<file path="src/rtl/fetch_queue_pkg.sv">
// Shared constants and types for the instruction prefetch queue.
package fetch_queue_pkg;

    localparam int                     WORD_WIDTH       = 32;
    localparam logic [WORD_WIDTH-1:0]  ZERO_WORD        = '0;
    localparam logic [WORD_WIDTH-1:0]  RESET_PC_DEFAULT = 32'h0000_3000;
    localparam logic [WORD_WIDTH-1:0]  PC_STEP          = 32'd4;

    // One queue slot: fetch address and the word returned for it.
    typedef struct packed {
        logic [WORD_WIDTH-1:0] pc;
        logic [WORD_WIDTH-1:0] data;
    } fq_entry_t;

    // Sequential fetch address; wraps modulo 2^32.
    function automatic logic [WORD_WIDTH-1:0] next_pc(input logic [WORD_WIDTH-1:0] pc);
        return pc + PC_STEP;
    endfunction

endpackage

</file>
<file path="src/rtl/fetch_queue.sv">
// Instruction prefetch queue: issues sequential imem requests from a running
// PC, buffers returned words in order with their PCs, presents the head entry
// to decode, and discards everything queued or in flight on a redirect.
module fetch_queue
    import fetch_queue_pkg::*;
#(
    parameter int                    DEPTH        = 4,
    parameter int                    MAX_INFLIGHT = 2*DEPTH,
    parameter logic [WORD_WIDTH-1:0] RESET_PC     = RESET_PC_DEFAULT
)(
    input  logic                  clk,
    input  logic                  rst,
    input  logic                  redirect,
    input  logic [WORD_WIDTH-1:0] redirect_pc,
    input  logic                  stallF,
    output logic                  imem_req_valid,
    output logic [WORD_WIDTH-1:0] imem_req_addr,
    input  logic                  imem_req_ready,
    input  logic                  imem_resp_valid,
    input  logic [WORD_WIDTH-1:0] imem_resp_data,
    output logic                  instr_valid,
    output logic [WORD_WIDTH-1:0] instrF,
    output logic [WORD_WIDTH-1:0] pcF
);

    localparam int PW = (DEPTH > 1) ? $clog2(DEPTH) : 1;
    localparam int CW = $clog2(DEPTH + 1);
    localparam int IW = $clog2(MAX_INFLIGHT + 1);

    localparam logic [CW-1:0] DEPTH_C = CW'(DEPTH);
    localparam logic [IW-1:0] MAX_C   = IW'(MAX_INFLIGHT);

    fq_entry_t             r_entry [DEPTH];
    logic [DEPTH-1:0]      r_filled;
    logic [PW-1:0]         r_head;
    logic [PW-1:0]         r_fill;
    logic [PW-1:0]         r_tail;
    logic [CW-1:0]         r_alloc_cnt;
    logic [IW-1:0]         r_inflight;
    logic [IW-1:0]         r_drop_cnt;
    logic [WORD_WIDTH-1:0] r_fetch_pc;

    logic                  w_req_valid;
    logic                  w_fire;
    logic                  w_head_valid;
    logic                  w_pop;
    logic                  w_resp_live;
    logic                  w_resp_write;
    logic                  w_resp_drop;
    logic [IW-1:0]         w_resp_dec;

    // Request, pop and response qualification; redirect and reset block all of it.
    always_comb begin
        w_req_valid  = !rst && !redirect && (r_alloc_cnt < DEPTH_C) && (r_inflight < MAX_C);
        w_fire       = w_req_valid && imem_req_ready;
        w_head_valid = (r_alloc_cnt != '0) && r_filled[r_head];
        w_pop        = w_head_valid && !stallF && !redirect;
        w_resp_live  = imem_resp_valid && !rst && !redirect;
        w_resp_drop  = w_resp_live && (r_drop_cnt != '0);
        w_resp_write = w_resp_live && (r_drop_cnt == '0);
        w_resp_dec   = IW'(imem_resp_valid);
    end

    // Entry payload; only read behind the filled/alloc qualification, so no reset.
    always_ff @(posedge clk) begin
        if (w_fire) begin
            r_entry[r_tail].pc <= r_fetch_pc;
        end
        if (w_resp_write) begin
            r_entry[r_fill].data <= imem_resp_data;
        end
    end

    // Pointers, counters, filled bits and the running fetch PC.
    always_ff @(posedge clk) begin
        if (rst) begin
            r_fetch_pc  <= RESET_PC;
            r_filled    <= '0;
            r_head      <= '0;
            r_fill      <= '0;
            r_tail      <= '0;
            r_alloc_cnt <= '0;
            r_inflight  <= '0;
            r_drop_cnt  <= '0;
        end else if (redirect) begin
            r_fetch_pc  <= redirect_pc;
            r_filled    <= '0;
            r_head      <= '0;
            r_fill      <= '0;
            r_tail      <= '0;
            r_alloc_cnt <= '0;
            r_inflight  <= r_inflight - w_resp_dec;
            // inflight already counts words still owed to an earlier redirect,
            // so every outstanding word except the one landing now is stale.
            r_drop_cnt  <= (r_inflight > w_resp_dec) ? (r_inflight - w_resp_dec) : '0;
        end else begin
            if (w_fire) begin
                r_filled[r_tail] <= 1'b0;
                r_tail           <= r_tail + PW'(1);
                r_fetch_pc       <= next_pc(r_fetch_pc);
            end
            if (w_resp_drop) begin
                r_drop_cnt <= r_drop_cnt - IW'(1);
            end
            if (w_resp_write) begin
                r_filled[r_fill] <= 1'b1;
                r_fill           <= r_fill + PW'(1);
            end
            if (w_pop) begin
                r_filled[r_head] <= 1'b0;
                r_head           <= r_head + PW'(1);
            end
            case ({w_fire, w_pop})
                2'b10:   r_alloc_cnt <= r_alloc_cnt + CW'(1);
                2'b01:   r_alloc_cnt <= r_alloc_cnt - CW'(1);
                default: r_alloc_cnt <= r_alloc_cnt;
            endcase
            case ({w_fire, imem_resp_valid})
                2'b10:   r_inflight <= r_inflight + IW'(1);
                2'b01:   r_inflight <= r_inflight - IW'(1);
                default: r_inflight <= r_inflight;
            endcase
        end
    end

    assign imem_req_valid = w_req_valid;
    assign imem_req_addr  = r_fetch_pc;
    assign instr_valid    = w_head_valid;
    assign instrF         = w_head_valid ? r_entry[r_head].data : ZERO_WORD;
    assign pcF            = w_head_valid ? r_entry[r_head].pc   : ZERO_WORD;

endmodule

</file>
<file path="config.mk">
export PLATFORM = sky130hd
export DESIGN_NAME = fetch_queue
export DESIGN_NICKNAME = d
export VERILOG_FILES = /design/src/rtl/fetch_queue_pkg.sv /design/src/rtl/fetch_queue.sv
export SDC_FILE = /design/constraint.sdc
export NUM_CORES = 1
export LEC_CHECK = 0
export CAP_MARGIN = 10
export CORE_MARGIN = 1.5
export CORE_UTILIZATION = 45
export DETAILED_ROUTE_END_ITERATION = 10
export PLACE_DENSITY = 0.67
export SKIP_LAST_GASP = 1
export SLEW_MARGIN = 25
export SYNTH_ARGS = -nofsm -noshare
export SYNTH_HDL_FRONTEND = slang
export SYNTH_SLANG_ARGS = --single-unit
</file>
<file path="constraint.sdc">
create_clock -name clk -period 4.5 [get_ports clk]
set_input_delay 1.35 -clock clk [delete_from_list [all_inputs] [get_ports clk]]
set_output_delay 1.35 -clock clk [all_outputs]
set_load 0.005 [all_outputs]
</file>
==> run_results.csv <==
group,metric,value,unit
outcome,status,"complete, no violations",
cells_and_area,final_util,57.0,%
cells_and_area,design_area,0.0164,mm²
cells_and_area,area_growth,24.4,%
synthesis,synthesis.nets,942,
drt,drt_wl_total,30000,µm
cells_and_area,num_antenna_cells,0,
clocking,cts_resized,0,
sta,hold_violations,0,
synthesis,synth_top_family_by_area,"multiplexers",
synthesis,synth.top_cells.by_count,"edfxtp_1 (256), and3_1 (73), mux4_2 (65)",
global_route,grt-ovfl-total,0,
synthesis,yosysTopAreaCellShare,58.3,%
global_route,grtUsageTotal,19.6,%
drt,drc,0,
setup_path,endpoint_kind,"output port",
synthesis,synth_warnings,0,
drt,first_pass_iters,5,
clocking,cts.hold.buffers_added,0,
sta,setup_viol,0,
synthesis,ys_seq_area_share,66.7,%
clocking,cts_tree,"yes",
pwr,finalPower,6.15,mW
synthesis,synthAdderAreaFrac,1.96,%
synthesis,avgSynthCellArea,15.5,µm²
synthesis,yosys-top-cells-area,"edfxtp_1 (58%), mux4_2 (11%), dfxtp_1 (8.4%), and3_1 (3.5%), ha_1 (1.8%)",
sta,rsz0062_at_grt,"false",
floorplan,die_area,0.0303,mm²
setup_path,rrSetupSlack,1.80,ns
global_route,antenna_found_initial,1,
placement,dp_slack,0.710,ns
synthesis,muxShareOfSynthArea,11.6,%
synthesis,synthArstFlopShare,0,%
synthesis,synth-simple-area-share,10.1,%
setup_path,startpoint_type,"flop",
drt,wl_per_cell,21.0,µm
clocking,clk_latency,0.56,ns
synthesis,ys_ff_latch,311,
global_route,grt_pass1_wl,46200,µm
global_route,grt_start_max_net_pins,67,
sta,fin_crit,4.16,ns
sta,tns,0,ns
synthesis,syn-cell-area,0.0132,mm²
sta,worst_slew_pin_slew,0.715,ns
drt,num_vias,8187,
setup_path,max_stage_delay,0.72,ns
sta,fmax,240,MHz
drt,dr_wl_met2,14400,µm
drt,drtAntennaViolNets,0,
clocking,htree_levels,1,
drt,top_layer,"met4",
placement,dpl-instance-area,0.0154,mm²
setup_path,arrival,2.81,ns
sta,whs,0.481,ns
pwr,powerDensity,375,mW/mm²
floorplan,die_h,174,µm
sta,layout_setup_ws,0.341,ns
setup_path,path_cells,"buf_4 > mux4_2 > and3_1 > clkdlybuf4s50_1",
setup_path,critical_path.max_fanout,25,
flow_run,cap_violations,0,
cells_and_area,finalNonFillerCells,1432,
synthesis,ys.flop_type,"edfxtp_1",
pwr,ir_drop,0.000288,V
setup_path,path_buf_inv,2,
drt,met3_length,1660,µm
sta,maxSlewViolCount,0,
floorplan,rows,62,
setup_path,critical_path_class,"reg -> out",
clocking,cts_sinks,311,
floorplan,core-area,0.0288,mm²
setup_path,critical_path.top_delay_family,"buffers and inverters",
placement,port_buffers,167,
setup_path,crit_required,3.15,ns
clocking,cts-root-buf,"clkbuf_16",
sta,slew_headroom,52.0,%
sta,clock_skew,0.0142,ns
drt,drtIter0Drc,736,
synthesis,yosys.cell_count.top_type,"edfxtp_1",
clocking,cts.clk_slew.worst_paths,0.06,ns
synthesis,syn_inst,852,
cells_and_area,fin_nets,1113,
drt,vias_per_cell,5.72,
floorplan,initial_core_util,45.8,%
clocking,cts_setup_buffers,0,
clocking,cts_buffers,31,
min_path,hold_path.class,"reg -> reg",
placement,hpwl,19100,µm
clocking,cts_buffer_depth,3,
sta,fin_crit_sh,92.4,%
floorplan,ios,168,
synthesis,synth-xor-area-share,0.997,%
pwr,p_leak,5.51,nW
synthesis,synth_compound_area_share,6.04,%
placement,gp_congestion,0.862,
drt,drt-met1-wl,13100,µm
setup_path,cpMaxStageDelayCell,"dfxtp_4",
placement,placed_cells,1374,
cells_and_area,layout-drive-gt1-share,15.5,%
floorplan,die_w,174,µm
synthesis,post-synth-top-area-cell,"edfxtp_1",
synthesis,synth-edff-count,256,
synthesis,synth_cell_types,57,
global_route,grt_pass1_vias,8114,
-- worst register-to-register path: cells and delay by family, from the launching register on --
kind	cells	cell delay, ns
fa+ha+maj	1	0.15
buf+inv	2	0.55
flops	1	0.31
simple gates	3	1.30
-- state kept, by name, indices dropped and copies added (netlist names), named ones only --
name / flops
r_head: 2
r_alloc_cnt: 3
imem_req_addr: 32
r_tail: 2
r_filled: 4
r_entry: 256
r_fill: 2
r_drop_cnt: 4
r_inflight: 4
-- layout by cell type, fill, tap and decap left out, drive strengths merged, types with 4 or more instances in the layout --
cell	instances
nand3	22
mux2i	4
or4	10
inv	30
or3	6
ha	19
xor2	6
nor2	36
mux4	65
o21ai	11
a21oi	15
xnor2	9
and2	13
o211ai	11
nand4	17
dfxtp	55
clkbuf	40
nor3	11
clkdlybuf4s50	165
nand2	24
o31ai	5
a31oi	14
a211oi	13
edfxtp	256
a221oi	4
o311ai	5
clkinv	13
buf	33
and3	73
a22oi	4
and4	5
a311oi	6
-- report_power, final --
| group | switching, mW | internal, mW |
|---|---|---|
| Clock | 1.05 | 1.45 |
| Sequential | 0.0787 | 3.18 |
| Combinational | 0.195 | 0.198 |
-- worst paths after layout --
path / depth (start not counted) / start / end
setup / recovery: 4 / flop / instrF[2]
hold / removal: 2 / r_drop_cnt[2]$_SDFFE_PP0P_ / r_drop_cnt[2]$_SDFFE_PP0P_
setup reg to reg: 6 / r_drop_cnt[0]$_SDFFE_PP0P_ / r_entry[2][8]$_DFFE_PP_
hold reg to reg: 2 / r_drop_cnt[2]$_SDFFE_PP0P_ / r_drop_cnt[2]$_SDFFE_PP0P_
-- cell type report --
class,instances,area [µm²]
clock buffer,40,850
clock inverter,18,161
fill,2245,12400
inverter,29,109
multi-input combinational,452,4060
sequential,311,8790
tap,384,480
timing repair buffer,198,1940
-- kinds of logic after synthesis --
| group | after synthesis |
|---|---|
| compound gates | 110 |
| buf+inv | 89 |
| xor+xnor | 15 |
| flops | 311 |
| fa+ha+maj | 20 |
| mux | 71 |
| simple gates | 236 |
-- metal layers --
metal  track usage (%)  up-vias
met5                 0        -
met4              5.93        0
met3              2.87       55
met2              32.6      255
met1              26.9     4121
li1                  -     3756
Note: power is estimated with default switching activity, not from simulation.
